--- src/rtl/multicycle_control_fsm_if.sv ---
// Control/status bundle between the RV32I multi-cycle control FSM and its datapath.
// The master modport is the controller; the slave modport is the datapath side.
interface multicycle_control_fsm_if;
    logic [6:0] opcode;
    logic [2:0] funct3;
    logic       zero;
    logic       lt;
    logic       ltu;
    logic       mem_ready;
    logic       pc_write;
    logic       ir_write;
    logic       reg_write;
    logic       mem_write;
    logic       adr_src;
    logic [1:0] alu_src_a;
    logic [1:0] alu_src_b;
    logic [1:0] alu_op;
    logic [1:0] result_src;
    logic [2:0] imm_src;
    logic       illegal;
    logic [3:0] state_o;

    modport master (
        input  opcode, funct3, zero, lt, ltu, mem_ready,
        output pc_write, ir_write, reg_write, mem_write, adr_src, alu_src_a,
               alu_src_b, alu_op, result_src, imm_src, illegal, state_o
    );

    modport slave (
        output opcode, funct3, zero, lt, ltu, mem_ready,
        input  pc_write, ir_write, reg_write, mem_write, adr_src, alu_src_a,
               alu_src_b, alu_op, result_src, imm_src, illegal, state_o
    );
endinterface

--- src/rtl/multicycle_control_fsm.sv ---
// Main control FSM of the RV32I multi-cycle datapath: sequences fetch/decode/execute/
// memory/write-back, drives register enables and mux selects, stalls on mem_ready.
//
// state    | meaning
// FETCH    | read instruction at PC, load IR/OldPC and PC+4 when memory ready
// DECODE   | ALUOut <= OldPC + imm, dispatch on opcode
// MEMADR   | ALUOut <= rs1 + imm for load/store
// MEMREAD  | read data memory, wait for ready
// MEMWB    | write loaded data to register file
// MEMWRITE | write data memory, strobe held until ready
// EXECR    | register-register ALU op
// EXECI    | register-immediate ALU op
// ALUWB    | write ALUOut to register file
// BRANCH   | compare rs1/rs2, PC <= ALUOut when taken
// JAL      | PC <= ALUOut target, ALU computes OldPC + 4 link
// JALR     | ALUOut <= rs1 + imm target
// LUI      | write ImmExt to register file
// AUIPC    | ALUOut <= OldPC + imm
// ILLEGAL  | trapped, absorbing until reset
module multicycle_control_fsm (
    input  logic                           clk,
    input  logic                           rst,
    multicycle_control_fsm_if.master       ctrl
);
    typedef enum logic [3:0] {
        S_FETCH    = 4'd0,
        S_DECODE   = 4'd1,
        S_MEMADR   = 4'd2,
        S_MEMREAD  = 4'd3,
        S_MEMWB    = 4'd4,
        S_MEMWRITE = 4'd5,
        S_EXECR    = 4'd6,
        S_EXECI    = 4'd7,
        S_ALUWB    = 4'd8,
        S_BRANCH   = 4'd9,
        S_JAL      = 4'd10,
        S_JALR     = 4'd11,
        S_LUI      = 4'd12,
        S_AUIPC    = 4'd13,
        S_ILLEGAL  = 4'd15
    } state_e;

    localparam logic [6:0] OP_LOAD  = 7'b0000011;
    localparam logic [6:0] OP_STORE = 7'b0100011;
    localparam logic [6:0] OP_R     = 7'b0110011;
    localparam logic [6:0] OP_I     = 7'b0010011;
    localparam logic [6:0] OP_BR    = 7'b1100011;
    localparam logic [6:0] OP_JAL   = 7'b1101111;
    localparam logic [6:0] OP_JALR  = 7'b1100111;
    localparam logic [6:0] OP_LUI   = 7'b0110111;
    localparam logic [6:0] OP_AUIPC = 7'b0010111;

    state_e state_q, state_d;
    logic   taken;

    always_ff @(posedge clk or negedge rst) begin
        if (!rst) begin
            state_q <= S_FETCH;
        end else begin
            state_q <= state_d;
        end
    end

    always_comb begin
        state_d = state_q;
        case (state_q)
            S_FETCH:    if (ctrl.mem_ready) state_d = S_DECODE;
            S_DECODE: begin
                case (ctrl.opcode)
                    OP_LOAD, OP_STORE: state_d = S_MEMADR;
                    OP_R:              state_d = S_EXECR;
                    OP_I:              state_d = S_EXECI;
                    OP_BR:             state_d = (ctrl.funct3[2:1] == 2'b01) ? S_ILLEGAL : S_BRANCH;
                    OP_JAL:            state_d = S_JAL;
                    OP_JALR:           state_d = S_JALR;
                    OP_LUI:            state_d = S_LUI;
                    OP_AUIPC:          state_d = S_AUIPC;
                    default:           state_d = S_ILLEGAL;
                endcase
            end
            S_MEMADR:   state_d = (ctrl.opcode == OP_STORE) ? S_MEMWRITE : S_MEMREAD;
            S_MEMREAD:  if (ctrl.mem_ready) state_d = S_MEMWB;
            S_MEMWB:    state_d = S_FETCH;
            S_MEMWRITE: if (ctrl.mem_ready) state_d = S_FETCH;
            S_EXECR:    state_d = S_ALUWB;
            S_EXECI:    state_d = S_ALUWB;
            S_ALUWB:    state_d = S_FETCH;
            S_BRANCH:   state_d = S_FETCH;
            S_JAL:      state_d = S_ALUWB;
            S_JALR:     state_d = S_JAL;
            S_LUI:      state_d = S_FETCH;
            S_AUIPC:    state_d = S_ALUWB;
            S_ILLEGAL:  state_d = S_ILLEGAL;
            default:    state_d = S_ILLEGAL;
        endcase
    end

    // funct3 010/011 never reach BRANCH, so they need no entry here
    always_comb begin
        taken = 1'b0;
        case (ctrl.funct3)
            3'b000:  taken = ctrl.zero;
            3'b001:  taken = ~ctrl.zero;
            3'b100:  taken = ctrl.lt;
            3'b101:  taken = ~ctrl.lt;
            3'b110:  taken = ctrl.ltu;
            3'b111:  taken = ~ctrl.ltu;
            default: taken = 1'b0;
        endcase
    end

    // Everything is gated by rst so outputs drop to 0 the moment reset asserts
    always_comb begin
        ctrl.pc_write   = 1'b0;
        ctrl.ir_write   = 1'b0;
        ctrl.reg_write  = 1'b0;
        ctrl.mem_write  = 1'b0;
        ctrl.adr_src    = 1'b0;
        ctrl.alu_src_a  = 2'b00;
        ctrl.alu_src_b  = 2'b00;
        ctrl.alu_op     = 2'b00;
        ctrl.result_src = 2'b00;
        ctrl.imm_src    = 3'b000;
        ctrl.illegal    = 1'b0;
        ctrl.state_o    = 4'd0;
        if (rst) begin
            ctrl.state_o = state_q;
            case (ctrl.opcode)
                OP_STORE:         ctrl.imm_src = 3'b001;
                OP_BR:            ctrl.imm_src = 3'b010;
                OP_JAL:           ctrl.imm_src = 3'b011;
                OP_LUI, OP_AUIPC: ctrl.imm_src = 3'b100;
                default:          ctrl.imm_src = 3'b000;
            endcase
            case (state_q)
                S_FETCH: begin
                    ctrl.alu_src_b  = 2'b10;
                    ctrl.result_src = 2'b10;
                    ctrl.ir_write   = ctrl.mem_ready;
                    ctrl.pc_write   = ctrl.mem_ready;
                end
                S_DECODE, S_AUIPC: begin
                    ctrl.alu_src_a = 2'b01;
                    ctrl.alu_src_b = 2'b01;
                end
                S_MEMADR, S_JALR: begin
                    ctrl.alu_src_a = 2'b10;
                    ctrl.alu_src_b = 2'b01;
                end
                S_MEMREAD:  ctrl.adr_src = 1'b1;
                S_MEMWB: begin
                    ctrl.result_src = 2'b01;
                    ctrl.reg_write  = 1'b1;
                end
                S_MEMWRITE: begin
                    ctrl.adr_src   = 1'b1;
                    ctrl.mem_write = 1'b1;
                end
                S_EXECR: begin
                    ctrl.alu_src_a = 2'b10;
                    ctrl.alu_op    = 2'b10;
                end
                S_EXECI: begin
                    ctrl.alu_src_a = 2'b10;
                    ctrl.alu_src_b = 2'b01;
                    ctrl.alu_op    = 2'b10;
                end
                S_ALUWB:    ctrl.reg_write = 1'b1;
                S_BRANCH: begin
                    ctrl.alu_src_a = 2'b10;
                    ctrl.alu_op    = 2'b01;
                    ctrl.pc_write  = taken;
                end
                S_JAL: begin
                    ctrl.alu_src_a = 2'b01;
                    ctrl.alu_src_b = 2'b10;
                    ctrl.pc_write  = 1'b1;
                end
                S_LUI: begin
                    ctrl.result_src = 2'b11;
                    ctrl.reg_write  = 1'b1;
                end
                S_ILLEGAL:  ctrl.illegal = 1'b1;
                default: ;
            endcase
        end
    end
endmodule

--- src/flat_wrapper.sv ---
// flat-port wrapper written by rule: the top's interface ports become plain ports
module multicycle_control_fsm_flat 
  (clk, rst, ctrl_opcode, ctrl_funct3, ctrl_zero, ctrl_lt, ctrl_ltu, ctrl_mem_ready, ctrl_pc_write, ctrl_ir_write, ctrl_reg_write, ctrl_mem_write, ctrl_adr_src, ctrl_alu_src_a, ctrl_alu_src_b, ctrl_alu_op, ctrl_result_src, ctrl_imm_src, ctrl_illegal, ctrl_state_o);
  multicycle_control_fsm_if ctrl_i ();
  input  logic clk;
  input  logic rst;
  input wire logic [$bits(ctrl_i.opcode)-1:0] ctrl_opcode;
  input wire logic [$bits(ctrl_i.funct3)-1:0] ctrl_funct3;
  input wire logic [$bits(ctrl_i.zero)-1:0] ctrl_zero;
  input wire logic [$bits(ctrl_i.lt)-1:0] ctrl_lt;
  input wire logic [$bits(ctrl_i.ltu)-1:0] ctrl_ltu;
  input wire logic [$bits(ctrl_i.mem_ready)-1:0] ctrl_mem_ready;
  output wire logic [$bits(ctrl_i.pc_write)-1:0] ctrl_pc_write;
  output wire logic [$bits(ctrl_i.ir_write)-1:0] ctrl_ir_write;
  output wire logic [$bits(ctrl_i.reg_write)-1:0] ctrl_reg_write;
  output wire logic [$bits(ctrl_i.mem_write)-1:0] ctrl_mem_write;
  output wire logic [$bits(ctrl_i.adr_src)-1:0] ctrl_adr_src;
  output wire logic [$bits(ctrl_i.alu_src_a)-1:0] ctrl_alu_src_a;
  output wire logic [$bits(ctrl_i.alu_src_b)-1:0] ctrl_alu_src_b;
  output wire logic [$bits(ctrl_i.alu_op)-1:0] ctrl_alu_op;
  output wire logic [$bits(ctrl_i.result_src)-1:0] ctrl_result_src;
  output wire logic [$bits(ctrl_i.imm_src)-1:0] ctrl_imm_src;
  output wire logic [$bits(ctrl_i.illegal)-1:0] ctrl_illegal;
  output wire logic [$bits(ctrl_i.state_o)-1:0] ctrl_state_o;
  assign ctrl_i.opcode = ctrl_opcode;
  assign ctrl_i.funct3 = ctrl_funct3;
  assign ctrl_i.zero = ctrl_zero;
  assign ctrl_i.lt = ctrl_lt;
  assign ctrl_i.ltu = ctrl_ltu;
  assign ctrl_i.mem_ready = ctrl_mem_ready;
  assign ctrl_pc_write = ctrl_i.pc_write;
  assign ctrl_ir_write = ctrl_i.ir_write;
  assign ctrl_reg_write = ctrl_i.reg_write;
  assign ctrl_mem_write = ctrl_i.mem_write;
  assign ctrl_adr_src = ctrl_i.adr_src;
  assign ctrl_alu_src_a = ctrl_i.alu_src_a;
  assign ctrl_alu_src_b = ctrl_i.alu_src_b;
  assign ctrl_alu_op = ctrl_i.alu_op;
  assign ctrl_result_src = ctrl_i.result_src;
  assign ctrl_imm_src = ctrl_i.imm_src;
  assign ctrl_illegal = ctrl_i.illegal;
  assign ctrl_state_o = ctrl_i.state_o;
  multicycle_control_fsm u_core (.clk(clk), .rst(rst), .ctrl(ctrl_i));
endmodule
--- config.mk ---
export PLATFORM = sky130hd
export DESIGN_NAME = multicycle_control_fsm_flat
export DESIGN_NICKNAME = d
export VERILOG_FILES = /design/src/rtl/multicycle_control_fsm_if.sv /design/src/rtl/multicycle_control_fsm.sv /design/src/flat_wrapper.sv
export SDC_FILE = /design/constraint.sdc
export NUM_CORES = 1
export LEC_CHECK = 0
export CORE_ASPECT_RATIO = 1.4
export CORE_MARGIN = 10
export CORE_UTILIZATION = 44
export CTS_CLUSTER_SIZE = 16
export DETAILED_ROUTE_END_ITERATION = 12
export GPL_ROUTABILITY_DRIVEN = 0
export PLACE_DENSITY_LB_ADDON = 0.15
export SYNTH_ARGS = -nofsm -noshare
export SYNTH_HDL_FRONTEND = slang
export SYNTH_SLANG_ARGS = --single-unit
--- constraint.sdc ---
create_clock -name clk -period 2.3 [get_ports clk]
set_clock_uncertainty 0.2 [all_clocks]
set_input_delay 0.46 -clock clk [delete_from_list [all_inputs] [get_ports clk]]
set_output_delay 0.46 -clock clk [all_outputs]
set_load 0.02 [all_outputs]
==> impl_results.md, run 1 <==
- Final Hold Viols: 0
- Setup violations, final: 0
- Logic gate share of total power: 79.1%
- Layout cell share with drive strength beyond 1: 37.4%
- Fmax: 444 MHz
- Initial antenna violation count: 0
- Hold crit path type: input port to asynchronous set/reset pin
- Vias in the first global route: 1,181
- Multi-input gate area: 644 µm²
- Initial Util: 45.7%
- Max-cap violations: 0
- Main synth FF type: dfrtp_1
- Flops & latches, synth: 4
- Asr flop ratio synth: 100%
- CP Capture Type: output port
- Avg WL per Cell: 15.3 µm
- Final Net Count: 200
- Slew Limit Fails: 0
- Top Ports: 37
- Die H: 70.6 µm
- Crit Path Max Fanout: 6
- Top reg by flops: u_core.state_q
- Reg2reg path depth: 4
- CTS buffer count: 3
- Grt ovf: 0
- GR Layer Usage met3: 2.50%
- R2r endpoint: u_core.state_q[2]$_DFFE_PN0P_
- Die Width: 56.1 µm
- Post-Place Cells: 196
- Largest net degree at the start of global routing: 11
- RSZ-0062 raised after global routing: no
- Area post-placement: 1390 µm²
- Post-synthesis cell area: 803 µm²
- Clock Path Buffers: 2
- Clk_lat worst skew: 240 ps
- Synth top cells by count: nand2_1, nor2_1, nor2b_1
- Worst-Margin Slew: 319 ps
- Iteration-0 DRC count of the detailed router: 38
- Core area: 1760 µm²
- CTS Sinks: 4
- Max reg flops: 4
- Met1 GRT Util: 13.9%
- Net Sw Power: 0.618 mW
- FP Rows: 18
- Fin crit period: 2250 ps
- Crit path to: ctrl_state_o[1]
- Hold_ws: 122 ps
- Status: completed
- Power Density: 905 nW/µm²
- GRT Util Overall: 15.2%
- Mapped Cells: 115
- Crit share post-route: 97.9%
- Seq pwr share: 14.0%
- Seq/Total Area, Yosys: 12.5%
- First-pass GRT wire length: 5240 µm
- Synth top area cells: dfrtp_1, nand2_1, nor2b_1
- Post-synth EDFFs: 0
- Clock slew at reported path FFs: 30 ps
- Final core utilization: 81.7%
- Critical path class: input port to output port
- Fillers: 132
- Slew HR: 78.7%
- I/O Buffers: 36
- CTS tree: yes
- Most common cell in the synthesized netlist: nand2_1
- Die area: 3960 µm²
- Crit path from: rst
- Cell taking the most area after synthesis: dfrtp_1
- Pre-antenna DRT Iters: 4
- Synthesis warning total: 0
- Critical Path RT: 1640 ps
- Arr. time, crit path: 1590 ps
- Cell variety after synth: 44
- FF+latch area: 105 µm²
- Final Instance Count excl. Fillers: 202
- Routed vias/inst: 5.56
- Busiest grt layer: met2
- Switch share: 47.6%
- Routed WL: 3090 µm
- GR met2 Demand/Resource: 30.3%
- Syn nets: 131
- DRC violations left: 0
- ANT nets after route: 0
- DR vias: 1,124
- Area grow syn2layout: 78.7%
- Mean Syn Cell Area: 6.98 µm²
- R2R Setup Slk: 460 ps
- Peak supply drop: 0.000704 V
- H-tree Lvls: 1
- Clock power share: 6.8%
- Biggest registers after layout: u_core.state_q: 4 flops
- HPWL after detailed placement: 2330 µm
- Ant diodes: 0
- Pleak: 0.771 nW
- Worst r2r src: u_core.state_q[3]$_DFFE_PN0P_
- CTS hold repair buffers: 0
- Critical Path Source Type: input port
- Internal: 0.681 mW
- Top cell type's share of synthesized area: 12.5%
- Fin area: 1440 µm²
- Clock root buffer: clkbuf_4
- Setup_tns: 0 ps
layout by cell type (no fill, tap or decap), types with 4 or more instances in the layout:
master           synthesis  final
and2_1                   4      4
dlymetal6s2s_1           0      7
nor2b_1                  8      5
nor2_1                  12     12
clkdlybuf4s50_1          0      8
buf_2                    6      5
dfrtp_2                  0      4
dlygate4sd2_1            0     10
buf_6                    3      4
and3_1                   4      4
nand3_1                  4      4
o21ai_0                  5      4
buf_4                    0     38
nand2b_1                 4      4
nand2_1                 14     14
cell families (layout without fill, tap and decap cells):
group,after synthesis,after routing,synth area share [%]
AND/OR/NAND/NOR,67,67,45.6
multiplexers,2,2,2.49
buffers and inverters,13,80,9.81
AO/OA/AOI/OAI,23,23,22.1
XOR/XNOR,6,6,7.48
flip-flops,4,4,12.5
critical path, stage by stage:
cell,delay [ps]
dlygate4sd2_1,270
buf_6,150
and2_1,120
clkdlybuf4s50_1,600
area by class of cell:
class	instances	share of cell area, %
repair buffers	75	43.9
flip-flops and latches	4	7.32
multi-input cells	98	44.9
well taps	20	1.74
inverters	2	0.523
clock buffers	3	1.57
worst min path at each step:
stage / from / cells after the start / end
2_1_floorplan: rst / 0 / u_core.state_q[0]$_DFFE_PN0P_
3_3_place_gp: rst / 2 / u_core.state_q[2]$_DFFE_PN0P_
3_5_place_dp: rst / 2 / u_core.state_q[0]$_DFFE_PN0P_
4_1_cts: rst / 2 / u_core.state_q[2]$_DFFE_PN0P_
5_1_grt: rst / 2 / u_core.state_q[2]$_DFFE_PN0P_
6_report: rst / 2 / u_core.state_q[2]$_DFFE_PN0P_
per-layer routing:
layer	routed length [µm]	vias up
li1	-	543
met1	1050	522
met2	1730	46
met3	179	13
met4	121	0
met5	0	-
per-stage QoR:
step                      setup slack (ps)  power (mW)
final                                 48.4        1.30
after global routing                  11.4        1.40
after CTS                             -208        1.28
after detailed placement              -598        1.21
after global placement                -576        1.19
after floorplan                       69.8       0.741
power by group through the flow:
stage                     registers, mW  clock network, mW  logic (mW)
after floorplan                   0.123                  0       0.619
after global placement            0.169                  0        1.02
after detailed placement          0.169                  0        1.04
after CTS                         0.175             0.0868        1.02
after global routing              0.191             0.0893        1.12
final                             0.182             0.0885        1.03
repair_timing:
item,in CTS,in global routing
gates cloned,1,0
pin swaps,0,4
hold endpoints to repair,0,0
resized for setup,51,26
setup endpoints to repair,21,11
setup buffers,2,0
Note: power is estimated with default switching activity, not from simulation.
==> run 2, diff against run 1 <==
--- a/config.mk
+++ b/config.mk
@@ -7,5 +7,4 @@
 export LEC_CHECK = 0
 export CORE_ASPECT_RATIO = 1.4
-export CORE_MARGIN = 10
 export CORE_UTILIZATION = 44
 export CTS_CLUSTER_SIZE = 16
==> constraint.sdc (replaced) <==
create_clock -name clk -period 2.3 [get_ports clk]
set_clock_uncertainty 0.2 [all_clocks]
set_input_delay 0.46 -clock clk [delete_from_list [all_inputs] [get_ports clk]]
set_output_delay 0.46 -clock clk [all_outputs]
set_load 0.05 [all_outputs]
==> impl_results.md, run 2 <==
- H-tree Lvls: 1
- Cell taking the most area after synthesis: dfrtp_1
- HPWL after detailed placement: 2380 µm
- Worst_ep kind: primary output
- Clock Path Buffers: 2
- Pre-CTS WS: -328 ps
- Post-synth EDFFs: 0
- Mapped Cells: 115
- Initial Util: 49.0%
- Grt ovf: 28
- Post-synthesis cell area: 803 µm²
- Synthesis warning total: 0
- GRT Util Overall: 74.6%
- Area post-placement: 1530 µm²
- Top Ports: 37
- Worst-path endpoint after global-route repair_timing: ctrl_alu_src_b[0]
- Mean Syn Cell Area: 6.98 µm²
- Seq/Total Area, Yosys: 12.5%
- Top cell type's share of synthesized area: 12.5%
- Main synth FF type: dfrtp_1
- Synth top area cells: dfrtp_1, nand2_1, nor2b_1
- Largest net degree at the start of global routing: 15
- Synth top cells by count: nand2_1, nor2_1, nor2b_1
- Flops & latches, synth: 4
- Stop stage: 5_1_grt
- CTS Sinks: 4
- I/O Buffers: 36
- Cell variety after synth: 44
- Initial antenna violation count: 1
- Most common cell in the synthesized netlist: nand2_1
- CTS hold repair buffers: 0
- Status: stopped before the end
- CTS buffer count: 3
- Error Message: [ERROR GRT-0232] Routing congestion too high. Check the congestion heatmap in the GUI.
- Clock root buffer: clkbuf_4
- Die Width: 38.1 µm
- FP Rows: 17
- Die H: 52.6 µm
- Asr flop ratio synth: 100%
- Syn nets: 131
[run 2: stage by stage]
step / utilization [%] / TNS, ps / std cells
after floorplan: - / -194 / 115
after global placement: 93.3 / -322 / 180
after detailed placement: 93.3 / -719 / 180
after CTS: 96.0 / 0 / 184
[run 2: layer usage]
layer	GRT overflow	track usage [%]
met2	15	94.9
met5	0	0
met1	0	78.2
met4	13	83.3
met3	0	40.9
[run 2: kinds of logic after synthesis]
logic type | share of synthesized area [%]
XOR/XNOR | 7.48
multiplexers | 2.49
AND/OR/NAND/NOR | 45.6
flip-flops | 12.5
AO/OA/AOI/OAI | 22.1
buffers and inverters | 9.81
[run 2: timing repair]
action / 4_1_cts
gates resized for setup: 17
hold endpoints to repair: 0
setup buffers: 1
pin swaps: 6
setup endpoints to repair: 14
==> run 3, diff against run 2 <==
- CORE_AREA: unset -> 2 2 63 65
- CORE_ASPECT_RATIO: 1.4 -> unset
- CORE_UTILIZATION: 44 -> unset
- CTS_CLUSTER_SIZE: 16 -> unset
- DIE_AREA: unset -> 0 0 65 67
==> impl_results.md, run 3 (synthesis results as in run 1) <==
- CP cell instances: nor2b_1 > and3_4 > a211o_1 > buf_12
- Crit path max-delay cell type: dfrtp_1
- ANT nets after route: 0
- Die H: 67 µm
- DRC violations left: 0
- Leading cell type in the layout, fill and taps excluded: buf_4
- CTS tree: yes
- Critical Path RT: 1640 ps
- Met1 Wirelength: 1050 µm
- HPWL after detailed placement: 2050 µm
- Clk_lat worst skew: 220 ps
- Crit-path max cell delay: 490 ps
- CP Capture Type: output port
- Ant diodes: 0
- Pleak: 0.759 nW
- GRT Util Overall: 12.1%
- Hold crit path type: input port to asynchronous set/reset pin
- Most frequent cells in the layout: buf_4, buf_12, nand2_1, nor2_1, dlygate4sd2_1
- Vias in the first global route: 959
- First-pass GRT wire length: 4060 µm
- Max Used Layer: met4
- H-tree Lvls: 1
- RSZ-0062 raised after global routing: no
- R2R Setup Slk: 480 ps
- Area post-placement: 1630 µm²
- Slew HR: 76.4%
- Max-cap violations: 0
- Clock root buffer: clkbuf_8
- Slew Limit Fails: 0
- Die Width: 65 µm
- CTS hold repair buffers: 0
- Final Hold Viols: 0
- Final Instance Count excl. Fillers: 220
- Iteration-0 DRC count of the detailed router: 18
- Fin area: 1710 µm²
- Max reg flops: 4
- Clock Path Buffers: 2
- Worst-Margin Slew: 355 ps
- FP Rows: 22
- I/O Buffers: 36
- Critical path class: flop to output port
- DR vias: 1,033
- Top reg by flops: u_core.state_q
- Clock slew at reported path FFs: 30 ps
- Area grow syn2layout: 113%
- Die area: 4360 µm²
- CTS buffer count: 3
- Fmax: 450 MHz
- Setup violations, final: 0
- Fillers: 362
- Core area: 3610 µm²
- Critical Path Source Type: flop
- Crit share post-route: 96.7%
- Setup_tns: 0 ps
- WL met3: 187 µm
- Layout cell share with drive strength beyond 1: 45.3%
- Status: completed
- Final Net Count: 190
- Initial antenna violation count: 0
- Power Density: 977 nW/µm²
- Avg WL per Cell: 11.5 µm
- Top Ports: 37
- Final core utilization: 47.4%
- Biggest registers after layout: u_core.state_q: 4 flops
- Routed vias/inst: 4.70
- Largest net degree at the start of global routing: 15
- Post-Place Cells: 216
- Metal2 WL: 1250 µm
- Fin crit period: 2220 ps
- Peak supply drop: 0.000295 V
- Pre-antenna DRT Iters: 4
- Arr. time, crit path: 1560 ps
- Grt ovf: 0
- Routed WL: 2530 µm
- Crit Path Max Fanout: 10
- CTS Sinks: 4
- Hold_ws: 321 ps
- Initial Util: 22.3%
[run 3: metrics by stage]
step                      power (mW)  setup WS [ps]
after CTS                       1.66           12.6
after detailed placement        1.49           -291
after floorplan                0.950           -194
after global placement          1.48           -270
after global routing            1.77           4.55
final                           1.67           76.2
[run 3: metal layers]
| metal | vias up | track usage (%) |
|---|---|---|
| met2 | 37 | 22.0 |
| met1 | 468 | 12.6 |
| li1 | 524 | - |
| met5 | - | 0 |
| met4 | 0 | 6.38 |
| met3 | 4 | 3.21 |
[run 3: worst paths after layout]
path,startpoint,end,cells past startpoint
min reg2reg,u_core.state_q[1]$_DFFE_PN0P_,u_core.state_q[1]$_DFFE_PN0P_,1
min in group clk,u_core.state_q[1]$_DFFE_PN0P_,u_core.state_q[1]$_DFFE_PN0P_,1
max reg2reg,u_core.state_q[2]$_DFFE_PN0P_,u_core.state_q[2]$_DFFE_PN0P_,4
max in group asynchronous,rst,u_core.state_q[3]$_DFFE_PN0P_,4
min,rst,u_core.state_q[1]$_DFFE_PN0P_,4
max,u_core.state_q[0]$_DFFE_PN0P_,ctrl_pc_write,4
[run 3: area by class of cell]
cell class	instances	area, µm²	area share (%)
Tap cell	48	60.1	3.51
Inverter	2	7.51	0.439
Sequential cell	4	103	6.00
Multi-Input combinational cell	98	703	41.1
Timing Repair Buffer	65	795	46.5
Clock buffer	3	41.3	2.42
[run 3: power by group]
| part | internal (mW) | switching, mW | total [mW] |
|---|---|---|---|
| registers | 0.105 | 0.0862 | 0.192 |
| clock network | 0.112 | 0.0389 | 0.151 |
| logic | 0.642 | 0.685 | 1.33 |
| total | 0.859 | 0.810 | 1.67 |
[run 3: worst max-delay path, delay by kind of cell, from the launching register on]
| family | cells | cell delay, ps |
|---|---|---|
| simple gates | 2 | 410 |
| compound gates | 1 | 290 |
| flops | 1 | 490 |
| buf+inv | 1 | 160 |
[run 3: what timing repair did]
action / in CTS / in global routing
endpoints found under the setup margin: 11 / 5
buffers inserted: 0 / 1
pin swaps: 7 / 5
resized for setup: 15 / 10
==> run 4, diff against run 3 <==
- RECOVER_POWER: unset -> 50
==> impl_results.md, run 4 (synthesis results as in run 1) <==
- H-tree Lvls: 1
- Avg WL per Cell: 11.7 µm
- Clock slew at reported path FFs: 30 ps
- Layout cell share with drive strength beyond 1: 42.4%
- Core area: 3610 µm²
- Critical Path Source Type: flop
- Routed vias/inst: 4.74
- Area grow syn2layout: 105%
- Slew HR: 74.7%
- Reg2reg path depth: 4
- Peak supply drop: 0.000278 V
- Clock Path Buffers: 2
- FP Rows: 22
- Final Hold Viols: 0
- Vias in the first global route: 959
- Clk_lat worst skew: 220 ps
- Clock root buffer: clkbuf_8
- First-pass GRT wire length: 4060 µm
- DR vias: 1,042
- Grt ovf: 0
- I/O Buffers: 36
- Biggest registers after layout: u_core.state_q: 4 flops
- Final Instance Count excl. Fillers: 220
- Arr. time, crit path: 1560 ps
- Fin area: 1640 µm²
- Initial antenna violation count: 0
- CTS tree: yes
- Crit share post-route: 96.7%
- GRT Util Overall: 12.1%
- CTS buffer count: 3
- DRC violations left: 0
- Top Ports: 37
- Critical path class: flop to output port
- Final Net Count: 190
- Most frequent cells in the layout: buf_4, buf_12, nand2_1, nor2_1, dlygate4sd2_1
- Pre-antenna DRT Iters: 4
- Crit Path Max Fanout: 10
- Die H: 67 µm
- Ant diodes: 0
- Hold crit path type: input port to asynchronous set/reset pin
- Iteration-0 DRC count of the detailed router: 24
- CTS Sinks: 4
- Pleak: 0.731 nW
- Slew Limit Fails: 0
- Leading cell type in the layout, fill and taps excluded: buf_4
- Fmax: 449 MHz
- Power Total: 1.60 mW
- Max reg flops: 4
- Die Width: 65 µm
- Power Density: 975 nW/µm²
- CP Capture Type: output port
- Max-cap violations: 0
- Setup violations, final: 0
- Critical Path RT: 1640 ps
- HPWL after detailed placement: 2050 µm
- Area post-placement: 1630 µm²
- Fin crit period: 2220 ps
- ANT nets after route: 0
- Top reg by flops: u_core.state_q
- Largest net degree at the start of global routing: 15
- CTS hold repair buffers: 0
- Routed WL: 2570 µm
- Worst-Margin Slew: 374 ps
- Setup WS post-layout: 75.0 ps
- Pre-CTS WS: -291 ps
- Status: completed
- Initial Util: 22.3%
- Post-Place Cells: 216
- RSZ-0062 raised after global routing: no
- Die area: 4360 µm²
[run 4: routing by layer]
layer	up-vias	wire (µm)	global-route usage [%]
met5	-	0	0
met4	0	44	6.38
met3	4	192	3.21
met2	43	1270	22.0
met1	470	1070	12.6
li1	525	-	-
[run 4: critical path: stages, from the launching register on]
cell     delay [ps]
dfrtp_1         490
nor2b_1         210
and3_4          200
a211o_1         290
buf_12          160
[run 4: cell type report]
type                       instances  area [µm²]
fill                             373        1960
timing repair buffer              65         741
sequential                         4         103
tap                               48        60.1
inverter                           2        7.51
clock buffer                       3        41.3
multi-input combinational         98         692
[run 4: what timing repair did]
action	CTS	global route
buffers inserted	0	1
endpoints found under the hold margin	0	0
endpoints found under the setup margin	11	5
gates resized for setup	15	10
pin swaps	7	5
gates cloned	0	0
[run 4: power by group]
group,switching [mW],internal (mW),leakage [nW]
clock,0.0390,0.112,0.0216
combinational,0.674,0.587,0.661
sequential,0.0859,0.105,0.0483
[run 4: through the flow]
stage | TNS (ps) | utilization, % | hold WS [ps]
floorplan | -194 | - | -35.6
global placement | -751 | 45.2 | 520
finish | 0 | 45.6 | 400
global route | 0 | 45.6 | 462
detailed placement | -763 | 45.2 | 514
CTS | 0 | 46.6 | 327
[run 4: path summary, 6_finish.rpt]
check	start	endpoint	slack, ps
min in group clk	u_core.state_q[1]$_DFFE_PN0P_	u_core.state_q[1]$_DFFE_PN0P_	530
max in group asynchronous	rst	u_core.state_q[3]$_DFFE_PN0P_	1380
worst max-delay path	u_core.state_q[0]$_DFFE_PN0P_	ctrl_pc_write	80
worst min register to register	u_core.state_q[1]$_DFFE_PN0P_	u_core.state_q[1]$_DFFE_PN0P_	530
worst min-delay path	rst	u_core.state_q[1]$_DFFE_PN0P_	400
worst max register to register	u_core.state_q[2]$_DFFE_PN0P_	u_core.state_q[2]$_DFFE_PN0P_	480
